<file path="config.mk">
export PLATFORM = sky130hd
export DESIGN_NAME = memory_access
export DESIGN_NICKNAME = d
export VERILOG_FILES = /design/src/rtl/mem_stage_pkg.sv /design/src/rtl/wb_sel.sv /design/src/rtl/memory_access.sv
export SDC_FILE = /design/constraint.sdc
export NUM_CORES = 1
export LEC_CHECK = 0
export CAP_MARGIN = 20
export CORE_MARGIN = 5
export CORE_UTILIZATION = 40
export DETAILED_ROUTE_END_ITERATION = 7
export DONT_BUFFER_PORTS = 1
export GPL_TIMING_DRIVEN = 1
export PLACE_DENSITY = 0.52
export REMOVE_ABC_BUFFERS = 1
export SLEW_MARGIN = 20
export SYNTH_ARGS = -nofsm -noshare
export SYNTH_HDL_FRONTEND = slang
export SYNTH_HIERARCHICAL = 1
export SYNTH_SLANG_ARGS = --single-unit
</file>
<file path="constraint.sdc">
create_clock -name CLK -period 8.8 [get_ports CLK]
set_input_delay 2.64 -clock CLK [delete_from_list [all_inputs] [get_ports CLK]]
set_output_delay 2.64 -clock CLK [all_outputs]
set_load 0.005 [all_outputs]
</file>
<file path="src/rtl/mem_stage_pkg.sv">
// mem_stage_pkg: shared types and constants for the memory-access pipeline stage.
//   mem_state_t   - memory-stage FSM states.
//   WB_SEL_*      - MemtoReg writeback-select encodings (2'b11 is reserved and behaves as
//                   WB_SEL_RESULT).
package mem_stage_pkg;

    typedef enum logic [2:0] {
        StIdle,
        StStore,
        StLoadAddr,
        StLoadData,
        StUartWait
    } mem_state_t;

    localparam logic [1:0] WB_SEL_RESULT = 2'b00;
    localparam logic [1:0] WB_SEL_MEM    = 2'b01;
    localparam logic [1:0] WB_SEL_LINK   = 2'b10;

endpackage

</file>
<file path="src/rtl/wb_sel.sv">
// wb_sel: combinational 32-bit writeback mux.
//   sel       in  2   MemtoReg-style select (result / memory / link; reserved -> result)
//   uart_sel  in  1   overrides sel and picks the UART operand
//   result    in  32  ALU/FPU result
//   mem_rdata in  32  data RAM read data
//   link      in  32  zero-extended link value
//   uart      in  32  zero-extended UART byte
//   data      out 32  selected writeback value
module wb_sel
    import mem_stage_pkg::*;
(
    input  logic [1:0]  sel,
    input  logic        uart_sel,
    input  logic [31:0] result,
    input  logic [31:0] mem_rdata,
    input  logic [31:0] link,
    input  logic [31:0] uart,
    output logic [31:0] data
);

    always_comb begin
        data = result;
        if (uart_sel) begin
            data = uart;
        end else begin
            case (sel)
                WB_SEL_MEM:  data = mem_rdata;
                WB_SEL_LINK: data = link;
                default:     data = result;
            endcase
        end
    end

endmodule

</file>
<file path="src/rtl/memory_access.sv">
// memory_access: pipeline stage between execute and writeback. Accepts a one-cycle valid_in
// pulse, performs a data-RAM store/load or UART receive, and emits a one-cycle writeback pulse.
// Optional feature macro: MEMORY_ACCESS_UART_EN (enables the UART_WAIT receive path; when
// undefined, UARTtoReg ops complete in one cycle with wb_data = 0 and uart_rx_ready tied 0).
// Ports:
//   CLK, reset                      clock, asynchronous active-high reset
//   valid_in, RegWrite, MemWrite,   operation pulse and control from execute
//   MemRead, UARTtoReg, MemtoReg
//   result, register_data, rdist,   ALU result (low bits = word address), store data,
//   pc1                             destination register, link value
//   mem_addr, mem_wdata, mem_we,    synchronous data RAM port (read data one cycle later)
//   mem_rdata
//   uart_rx_data, uart_rx_valid,    UART receive handshake
//   uart_rx_ready
//   wb_valid, wb_RegWrite,          writeback bundle (wb_valid is a single pulse)
//   wb_rdist, wb_data
//   busy, overrun                   stall to upstream, sticky "valid_in while busy" flag
module memory_access
    import mem_stage_pkg::*;
#(
    parameter int unsigned DATA_MEM_WIDTH = 10,
    parameter int unsigned INST_MEM_WIDTH = 2
) (
    input  logic                      CLK,
    input  logic                      reset,
    input  logic                      valid_in,
    input  logic                      RegWrite,
    input  logic                      MemWrite,
    input  logic                      MemRead,
    input  logic                      UARTtoReg,
    input  logic [1:0]                MemtoReg,
    input  logic [31:0]               result,
    input  logic [31:0]               register_data,
    input  logic [4:0]                rdist,
    input  logic [INST_MEM_WIDTH-1:0] pc1,
    output logic [DATA_MEM_WIDTH-1:0] mem_addr,
    output logic [31:0]               mem_wdata,
    output logic                      mem_we,
    input  logic [31:0]               mem_rdata,
    input  logic [7:0]                uart_rx_data,
    input  logic                      uart_rx_valid,
    output logic                      uart_rx_ready,
    output logic                      wb_valid,
    output logic                      wb_RegWrite,
    output logic [4:0]                wb_rdist,
    output logic [31:0]               wb_data,
    output logic                      busy,
    output logic                      overrun
);

    mem_state_t  state_q;
    logic [31:0] result_q;
    logic [1:0]  memtoreg_q;
    logic        regwrite_q;
    logic [4:0]  rdist_q;

    logic [1:0]  mux_sel;
    logic        mux_uart;
    logic [31:0] mux_result;
    logic        mux_regwrite;
    logic [4:0]  mux_rdist;
    logic [31:0] mux_data;
    logic [31:0] link;
    logic [31:0] uart_word;

    assign link = {{(32 - INST_MEM_WIDTH){1'b0}}, pc1};
    assign busy = (state_q != StIdle);

`ifdef MEMORY_ACCESS_UART_EN
    logic rx_ready_q;
    assign uart_word     = {24'b0, uart_rx_data};
    assign uart_rx_ready = rx_ready_q;
`else
    logic unused_uart;
    assign unused_uart   = ^{uart_rx_data, uart_rx_valid};
    assign uart_word     = 32'b0;
    assign uart_rx_ready = 1'b0;
`endif

    // In IDLE the writeback bundle comes straight from the inputs (single-cycle ops);
    // in every other state it comes from the values latched at accept.
    always_comb begin
        mux_sel      = WB_SEL_RESULT;
        mux_uart     = 1'b0;
        mux_result   = result_q;
        mux_regwrite = regwrite_q;
        mux_rdist    = rdist_q;
        case (state_q)
            StIdle: begin
                mux_result   = result;
                mux_regwrite = RegWrite;
                mux_rdist    = rdist;
                mux_uart     = UARTtoReg;
                mux_sel      = (MemtoReg == WB_SEL_LINK) ? WB_SEL_LINK : WB_SEL_RESULT;
            end
            StLoadData: begin
                mux_sel = (memtoreg_q == WB_SEL_MEM) ? WB_SEL_MEM : WB_SEL_RESULT;
            end
            StUartWait: begin
                mux_uart = 1'b1;
            end
            default: begin
                mux_sel = WB_SEL_RESULT;
            end
        endcase
    end

    wb_sel u_wb_sel (
        .sel       (mux_sel),
        .uart_sel  (mux_uart),
        .result    (mux_result),
        .mem_rdata (mem_rdata),
        .link      (link),
        .uart      (uart_word),
        .data      (mux_data)
    );

    always_ff @(posedge CLK or posedge reset) begin
        if (reset) begin
            state_q     <= StIdle;
            result_q    <= 32'b0;
            memtoreg_q  <= 2'b0;
            regwrite_q  <= 1'b0;
            rdist_q     <= 5'b0;
            mem_addr    <= '0;
            mem_wdata   <= 32'b0;
            mem_we      <= 1'b0;
            wb_valid    <= 1'b0;
            wb_RegWrite <= 1'b0;
            wb_rdist    <= 5'b0;
            wb_data     <= 32'b0;
            overrun     <= 1'b0;
`ifdef MEMORY_ACCESS_UART_EN
            rx_ready_q  <= 1'b0;
`endif
        end else begin
            wb_valid <= 1'b0;
            mem_we   <= 1'b0;

            if (valid_in && (state_q != StIdle)) begin
                overrun <= 1'b1;
            end

            case (state_q)
                StIdle: begin
                    if (valid_in) begin
                        result_q   <= result;
                        memtoreg_q <= MemtoReg;
                        regwrite_q <= RegWrite;
                        rdist_q    <= rdist;
                        if (UARTtoReg) begin
`ifdef MEMORY_ACCESS_UART_EN
                            state_q    <= StUartWait;
                            rx_ready_q <= 1'b1;
`else
                            wb_valid    <= 1'b1;
                            wb_RegWrite <= mux_regwrite;
                            wb_rdist    <= mux_rdist;
                            wb_data     <= mux_data;
`endif
                        end else if (MemWrite) begin
                            state_q   <= StStore;
                            mem_addr  <= result[DATA_MEM_WIDTH-1:0];
                            mem_wdata <= register_data;
                            mem_we    <= 1'b1;
                        end else if (MemRead) begin
                            state_q  <= StLoadAddr;
                            mem_addr <= result[DATA_MEM_WIDTH-1:0];
                        end else begin
                            wb_valid    <= 1'b1;
                            wb_RegWrite <= mux_regwrite;
                            wb_rdist    <= mux_rdist;
                            wb_data     <= mux_data;
                        end
                    end
                end
                StStore, StLoadData: begin
                    state_q     <= StIdle;
                    wb_valid    <= 1'b1;
                    wb_RegWrite <= mux_regwrite;
                    wb_rdist    <= mux_rdist;
                    wb_data     <= mux_data;
                end
                StLoadAddr: begin
                    state_q <= StLoadData;
                end
`ifdef MEMORY_ACCESS_UART_EN
                StUartWait: begin
                    // ready is held high throughout this state, so valid alone completes it
                    if (uart_rx_valid) begin
                        state_q     <= StIdle;
                        rx_ready_q  <= 1'b0;
                        wb_valid    <= 1'b1;
                        wb_RegWrite <= mux_regwrite;
                        wb_rdist    <= mux_rdist;
                        wb_data     <= mux_data;
                    end
                end
`endif
                default: begin
                    state_q <= StIdle;
                end
            endcase
        end
    end

endmodule

</file>
==> flow_metrics.env, run 1 <==
export IMPL_clock_sinks=125
export IMPL_final_max_slew_violation_count=0
export IMPL_swShare=0.3331
export IMPL_grt_pass1_wl_mm=25.89
export IMPL_grt_max_degree=71
export IMPL_die_area_sq_um=19620
export IMPL_n_antenna_cell=0
export IMPL_final_antenna_net_count=0
export IMPL_p_switching_mw=1.016
export IMPL_final_common_cell="dfrtp_1"
export IMPL_ys_ff_latch=125
export IMPL_h_tree_depth=4
export IMPL_clkTransAtPathRegs_ns=0.06
export IMPL_fin_cells=770
export IMPL_ios=206
export IMPL_drive_gt1_frac=0.4891
export IMPL_viasPerCell=5.219
export IMPL_yosys_area_top_type_share=0.4622
export IMPL_cts_buffers=17
export IMPL_whs_ns=0.4931
export IMPL_vias=4019
export IMPL_internal_power_mw=2.035
export IMPL_layout_common_cells="125 x dfrtp_1, 117 x mux2_2, 63 x conb_1"
export IMPL_yosysTopAreaCell="dfrtp_1"
export IMPL_finalClockSkew_ns=0.01418
export IMPL_design_area_sq_um=7671
export IMPL_die_h_microns=140.1
export IMPL_die_w_microns=140.1
export IMPL_initial_utilization=0.4081
export IMPL_dpl_cell_area_sq_um=7036
export IMPL_antenna_found_initial=0
export IMPL_worstMarginPinSlew_ns=1.049
export IMPL_slew_headroom=0.2970
export IMPL_syn_area_sq_um=6768
export IMPL_max_clock_freq_mhz=218.7
export IMPL_required_ns=9.10
export IMPL_comb_power_share=0.394
export IMPL_routabilityCongestion=0.7161
export IMPL_p_seq_frac=0.357
export IMPL_end_kind="flop"
export IMPL_final_min_clock_period_ns=4.572
export IMPL_p_leak_nw=3.360
export IMPL_finalCritPeriodShare=0.5195
export IMPL_ys_seq_area_frac=0.4622
export IMPL_setup_viol=0
export IMPL_port_buffers=0
export IMPL_hold_violations=0
export IMPL_postLayoutCoreUtil=0.4626
export IMPL_p_clk_frac=0.249
export IMPL_tns_ns=0
export IMPL_root_buffer="clkbuf_16"
export IMPL_maxCapViolCount=0
export IMPL_firstDrtPassIters=4
export IMPL_synth_async_reset_ratio=1.000
export IMPL_synth_edff_count=0
export IMPL_dp_hpwl_mm=10.76
export IMPL_slowest_delay_ns=0.67
export IMPL_synth_flop_cell="dfrtp_1"
export IMPL_synth_cells=487
export IMPL_wirelength_mm=16.19
export IMPL_cts_tree="built"
export IMPL_start_kind="input pin"
export IMPL_core_sq_um=16580
export IMPL_p_per_area_nw_per_um2=397.7
export IMPL_crit_buf_inv=1
export IMPL_overflow=0
export IMPL_rsz0062_at_grt="no"
export IMPL_area_delta_synth_final_pct=13.35
export IMPL_ctsResizeCount=0
export IMPL_rows=47
export IMPL_cts_hold_buf=0
export IMPL_crit_fanout=38
export IMPL_drt_initial_drc_count=153
export IMPL_path_cells="nor4b_1, ha_2, buf_4, nor3b_1, a221oi_2, mux2_2"
export IMPL_grt_total_usage=0.1675
export IMPL_dp_cells=738
export IMPL_syn_area_per_cell_sq_um=13.90
export IMPL_grt_pass1_vias=4538
export IMPL_clkLatencyLatePin_ns=0.42
export IMPL_status="finished clean"
export IMPL_post_cts_buffers=0
export IMPL_synthTopCellsByArea="dfrtp_1 46%, mux2_2 19%, a221oi_2 6.7%, mux2_4 6.4%, o31ai_2 5.4%"
export IMPL_arrival_ns=4.87
export IMPL_worstSetupPathType="input pin to flop"
export IMPL_layout_nets=664
export IMPL_synth_cell_type_count=40
export IMPL_cts_buffer_depth=2
export IMPL_hp_class="flop to flop"
export IMPL_slowest_stage="ha_2"
export IMPL_irDropWorstVdd_v=0.0001557
export IMPL_drc=0
export IMPL_ys_warn_count=6
export IMPL_cp_top_family="adder cells"
export IMPL_route_detailed_wl_per_inst_microns=21.02
-- synth_stat cells, types with 2 or more instances --
cell type  number
o31ai_1         2
o31ai_2        29
o22a_1          2
and2_1          2
buf_2          11
a21oi_1         2
buf_4           7
nor2b_1        32
a221oi_1        2
dfrtp_1       125
a221oi_2       30
buf_6          10
mux2_2        117
buf_12          3
mux2_4         29
or2_2           6
o221a_2         6
ha_1            6
clkbuf_1        5
inv_1           9
nor2_1          2
nand2_1        32
-- path summary, 6_finish.rpt --
check | from | end | slack (ns) | depth (start not counted)
worst max-delay path | MemtoReg[0] | wb_data[30]$_DFFE_PP0P_ | 4.23 | 6
worst min-delay path | overrun$_DFFE_PP0P_ | overrun$_DFFE_PP0P_ | 0.49 | 1
worst max register to register | state_q[0]$_DFFE_PP0P_ | wb_data[30]$_DFFE_PP0P_ | 5.41 | 9
worst min register to register | overrun$_DFFE_PP0P_ | overrun$_DFFE_PP0P_ | 0.49 | 1
max in group asynchronous | reset | result_q[2]$_DFFE_PP0P_ | 5.34 | 2
min in group asynchronous | reset | mem_wdata[6]$_DFFE_PP0P_ | 2.11 | 1
-- layout make-up --
cell class                      instances  area [sq um]
Tap cell                              220         275.3
Multi-Input combinational cell        377          3541
Sequential cell                       125          3128
Fill cell                            1514          8912
Clock buffer                           17         425.4
Clock inverter                         15         210.2
Timing Repair Buffer                    7         52.55
Inverter                                9         38.79
-- registers in the layout, summed over array words and instances (netlist names), 2 cells and up --
name and cells:
rdist_q 5, wb_rdist 5, mem_wdata 32, mem_addr 10, wb_data 32, memtoreg_q 2
result_q 32, state_q 2
-- cells by family after synthesis --
group / share of synthesized area
adder cells (fa/ha/maj): 0.01109
flip-flops: 0.4622
AO/OA/AOI/OAI: 0.1510
multiplexers: 0.2590
AND/OR/NAND/NOR: 0.06416
buffers and inverters: 0.05195
other: 0.0005541
-- per-layer routing --
layer	track usage	vias up	part of all wire
li1	-	1831	-
met1	0.1886	2023	0.40
met2	0.2720	148	0.48
met3	0.09066	17	0.10
met4	0.05660	0	0.015
met5	0	-	0
-- per-stage QoR --
step           total power [mW]  setup WS (ns)
2_1_floorplan             2.041          2.832
3_3_place_gp              2.271          3.790
3_5_place_dp              2.321          3.760
4_1_cts                   3.097          4.207
5_1_grt                   3.248          4.050
6_report                  3.051          4.228
-- power by group through the flow --
stage	logic (mW)	clock network, mW	registers (mW)
floorplan	1.02	0	1.02
global placement	1.18	0	1.09
detailed placement	1.22	0	1.10
CTS	1.22	0.780	1.09
global route	1.32	0.802	1.13
finish	1.20	0.760	1.09
No activity file was read; power rests on OpenSTA's default activity.
==> run 2: changes to the inputs <==
==> constraint.sdc (replaced) <==
create_clock -name CLK -period 4.3 [get_ports CLK]
set_input_delay 1.29 -clock CLK [delete_from_list [all_inputs] [get_ports CLK]]
set_output_delay 1.29 -clock CLK [all_outputs]
set_load 0.005 [all_outputs]
==> run 2 against run 1 <==
  * Worst setup slack worse by 2.9 ns
  * First-iteration DRC count decreased by 30%
  * Register-to-register slack got worse by 4.1 ns
  * Hold slack lost 0.0049 ns
  * Clock skew down 0.0052 ns
  * Largest cell class unchanged
  * Global-route usage down 0.27 points
  * Non-clock buffer count grew 3
  * Core utilization rose by 0.26 points
  * Count of clock-buffer cells in the layout rose by 1
  * Design area is 0.57% higher
  * Combinational power up 110%
  * Cell count grew 0.39%
==> flow_metrics.env, run 2 (synthesized netlist as in run 1, its figures left out) <==
export IMPL_n_antenna_cell=0
export IMPL_max_clock_freq_mhz=333.4
export IMPL_slew_headroom=0.3466
export IMPL_finalClockSkew_ns=0.009031
export IMPL_wirelength_mm=16.05
export IMPL_p_leak_nw=3.381
export IMPL_grt_pass1_wl_mm=25.34
export IMPL_worstSetupPathType="flop to flop"
export IMPL_drive_gt1_frac=0.4919
export IMPL_antenna_found_initial=0
export IMPL_layout_nets=667
export IMPL_setup_viol=0
export IMPL_cts_buffers=17
export IMPL_worst_r2r_endpoint="wb_data[0]$_DFFE_PP0P_"
export IMPL_die_area_sq_um=19620
export IMPL_cp_top_family="adder cells"
export IMPL_dp_cells=741
export IMPL_crit_buf_inv=2
export IMPL_port_buffers=0
export IMPL_status="finished clean"
export IMPL_initial_utilization=0.4081
export IMPL_start_kind="flop"
export IMPL_arrival_ns=3.35
export IMPL_final_min_clock_period_ns=3.000
export IMPL_reg_top3="mem_wdata x32, result_q x32, wb_data x32"
export IMPL_drt_initial_drc_count=107
export IMPL_vias=4020
export IMPL_layout_common_cells="125 x dfrtp_1, 117 x mux2_2, 63 x conb_1"
export IMPL_drc=0
export IMPL_reg2regPathDepth=8
export IMPL_die_h_microns=140.1
export IMPL_setup_ws_ns=1.300
export IMPL_hp_class="flop to flop"
export IMPL_routabilityCongestion=0.7124
export IMPL_route_met2_wl_mm=7.935
export IMPL_slowest_delay_ns=0.66
export IMPL_crit_fanout=17
export IMPL_maxCapViolCount=0
export IMPL_dp_hpwl_mm=10.77
export IMPL_die_w_microns=140.1
export IMPL_place_ws_ns=0.9139
export IMPL_clkTransAtPathRegs_ns=0.06
export IMPL_h_tree_depth=4
export IMPL_worstMarginPinSlew_ns=0.9801
export IMPL_final_antenna_net_count=0
export IMPL_ios=206
export IMPL_postLayoutCoreUtil=0.4652
export IMPL_grt_total_usage=0.1648
export IMPL_end_kind="flop"
export IMPL_grt_max_degree=92
export IMPL_rr_startpoint="state_q[0]$_DFFE_PP0P_"
export IMPL_top_layer_used="met4"
export IMPL_path_cells="inv_1, ha_2, nor4bb_1, ha_2, buf_4, a221oi_1, o31ai_1, mux2_2"
export IMPL_clkLatencyLatePin_ns=0.41
export IMPL_post_cts_buffers=0
export IMPL_overflow=0
export IMPL_wl_met1_mm=6.501
export IMPL_cts_hold_buf=0
export IMPL_p_per_area_nw_per_um2=806.1
export IMPL_grt_pass1_vias=4368
export IMPL_wl_met3_mm=1.433
export IMPL_tns_ns=0
export IMPL_finalCritPeriodShare=0.6976
export IMPL_root_buffer="clkbuf_16"
export IMPL_firstDrtPassIters=5
export IMPL_reg2reg_slack_ns=1.30
export IMPL_cts_buffer_depth=2
export IMPL_fin_cells=773
export IMPL_route_detailed_wl_per_inst_microns=20.76
export IMPL_hp_start="overrun$_DFFE_PP0P_"
export IMPL_clock_sinks=125
export IMPL_hold_end="overrun$_DFFE_PP0P_"
export IMPL_hold_violations=0
export IMPL_hold_depth=1
export IMPL_core_sq_um=16580
export IMPL_slowest_stage="ha_2"
export IMPL_ctsResizeCount=0
export IMPL_area_delta_synth_final_pct=14.00
export IMPL_final_max_slew_violation_count=0
export IMPL_irDropWorstVdd_v=0.0002802
export IMPL_viasPerCell=5.201
export IMPL_rows=47
export IMPL_final_common_cell="dfrtp_1"
export IMPL_required_ns=4.65
export IMPL_cts_tree="built"
export IMPL_whs_ns=0.4881
export IMPL_crit_top_cell="ha_2"
export IMPL_rsz0062_at_grt="no"
run 2: cell types whose count changed in the layout (fill, tap and decap cells not counted):
cell and change:
inv_6 -3, buf_12 +2, clkinv_2 +2, buf_4 +1, clkbuf_8 +1, clkinv_4 -1
clkinvlp_4 +1
run 2: report_power, final:
group	switching, mW	internal [mW]
Sequential	0.432	1.79
Combinational	1.06	1.42
Clock	0.537	0.986
run 2: how the worst max path moves through the flow:
stage,start,endpoint,cells after the start
floorplan,reset,mem_addr[0]$_DFFE_PP0P_,1
global placement,MemtoReg[0],wb_data[1]$_DFFE_PP0P_,7
detailed placement,MemtoReg[0],wb_data[0]$_DFFE_PP0P_,7
CTS,state_q[0]$_DFFE_PP0P_,wb_data[0]$_DFFE_PP0P_,8
global route,state_q[0]$_DFFE_PP0P_,wb_data[0]$_DFFE_PP0P_,8
finish,state_q[0]$_DFFE_PP0P_,wb_data[0]$_DFFE_PP0P_,8
run 2: final cells by class:
cell class / count / area (sq um)
Tap cell: 220 / 275.3
Multi-Input combinational cell: 377 / 3541
Clock inverter: 14 / 192.7
Inverter: 9 / 38.79
Fill cell: 1536 / 8869
Sequential cell: 125 / 3128
Timing Repair Buffer: 10 / 100.1
Clock buffer: 18 / 439.2
run 2: stage by stage:
step / instance area (sq um) / total power, mW
floorplan: 6683 / 4.177
global placement: 7083 / 4.682
detailed placement: 7083 / 4.778
CTS: 7715 / 6.342
global route: 7715 / 6.652
finish: 7715 / 6.219
run 2: worst register-to-register path: cells and delay by family, from the launching register on:
| kind | cells | cell delay [ns] |
|---|---|---|
| buf+inv | 2 | 0.57 |
| simple gates | 1 | 0.42 |
| mux | 1 | 0.19 |
| flops | 1 | 0.41 |
| compound gates | 2 | 0.41 |
| fa+ha+maj | 2 | 0.94 |
run 2: per-layer routing:
layer | vias to the layer above | global-route usage
met1 | 2022 | 0.1975
met5 | - | 0
li1 | 1843 | -
met2 | 138 | 0.2720
met3 | 17 | 0.06919
met4 | 0 | 0.04844
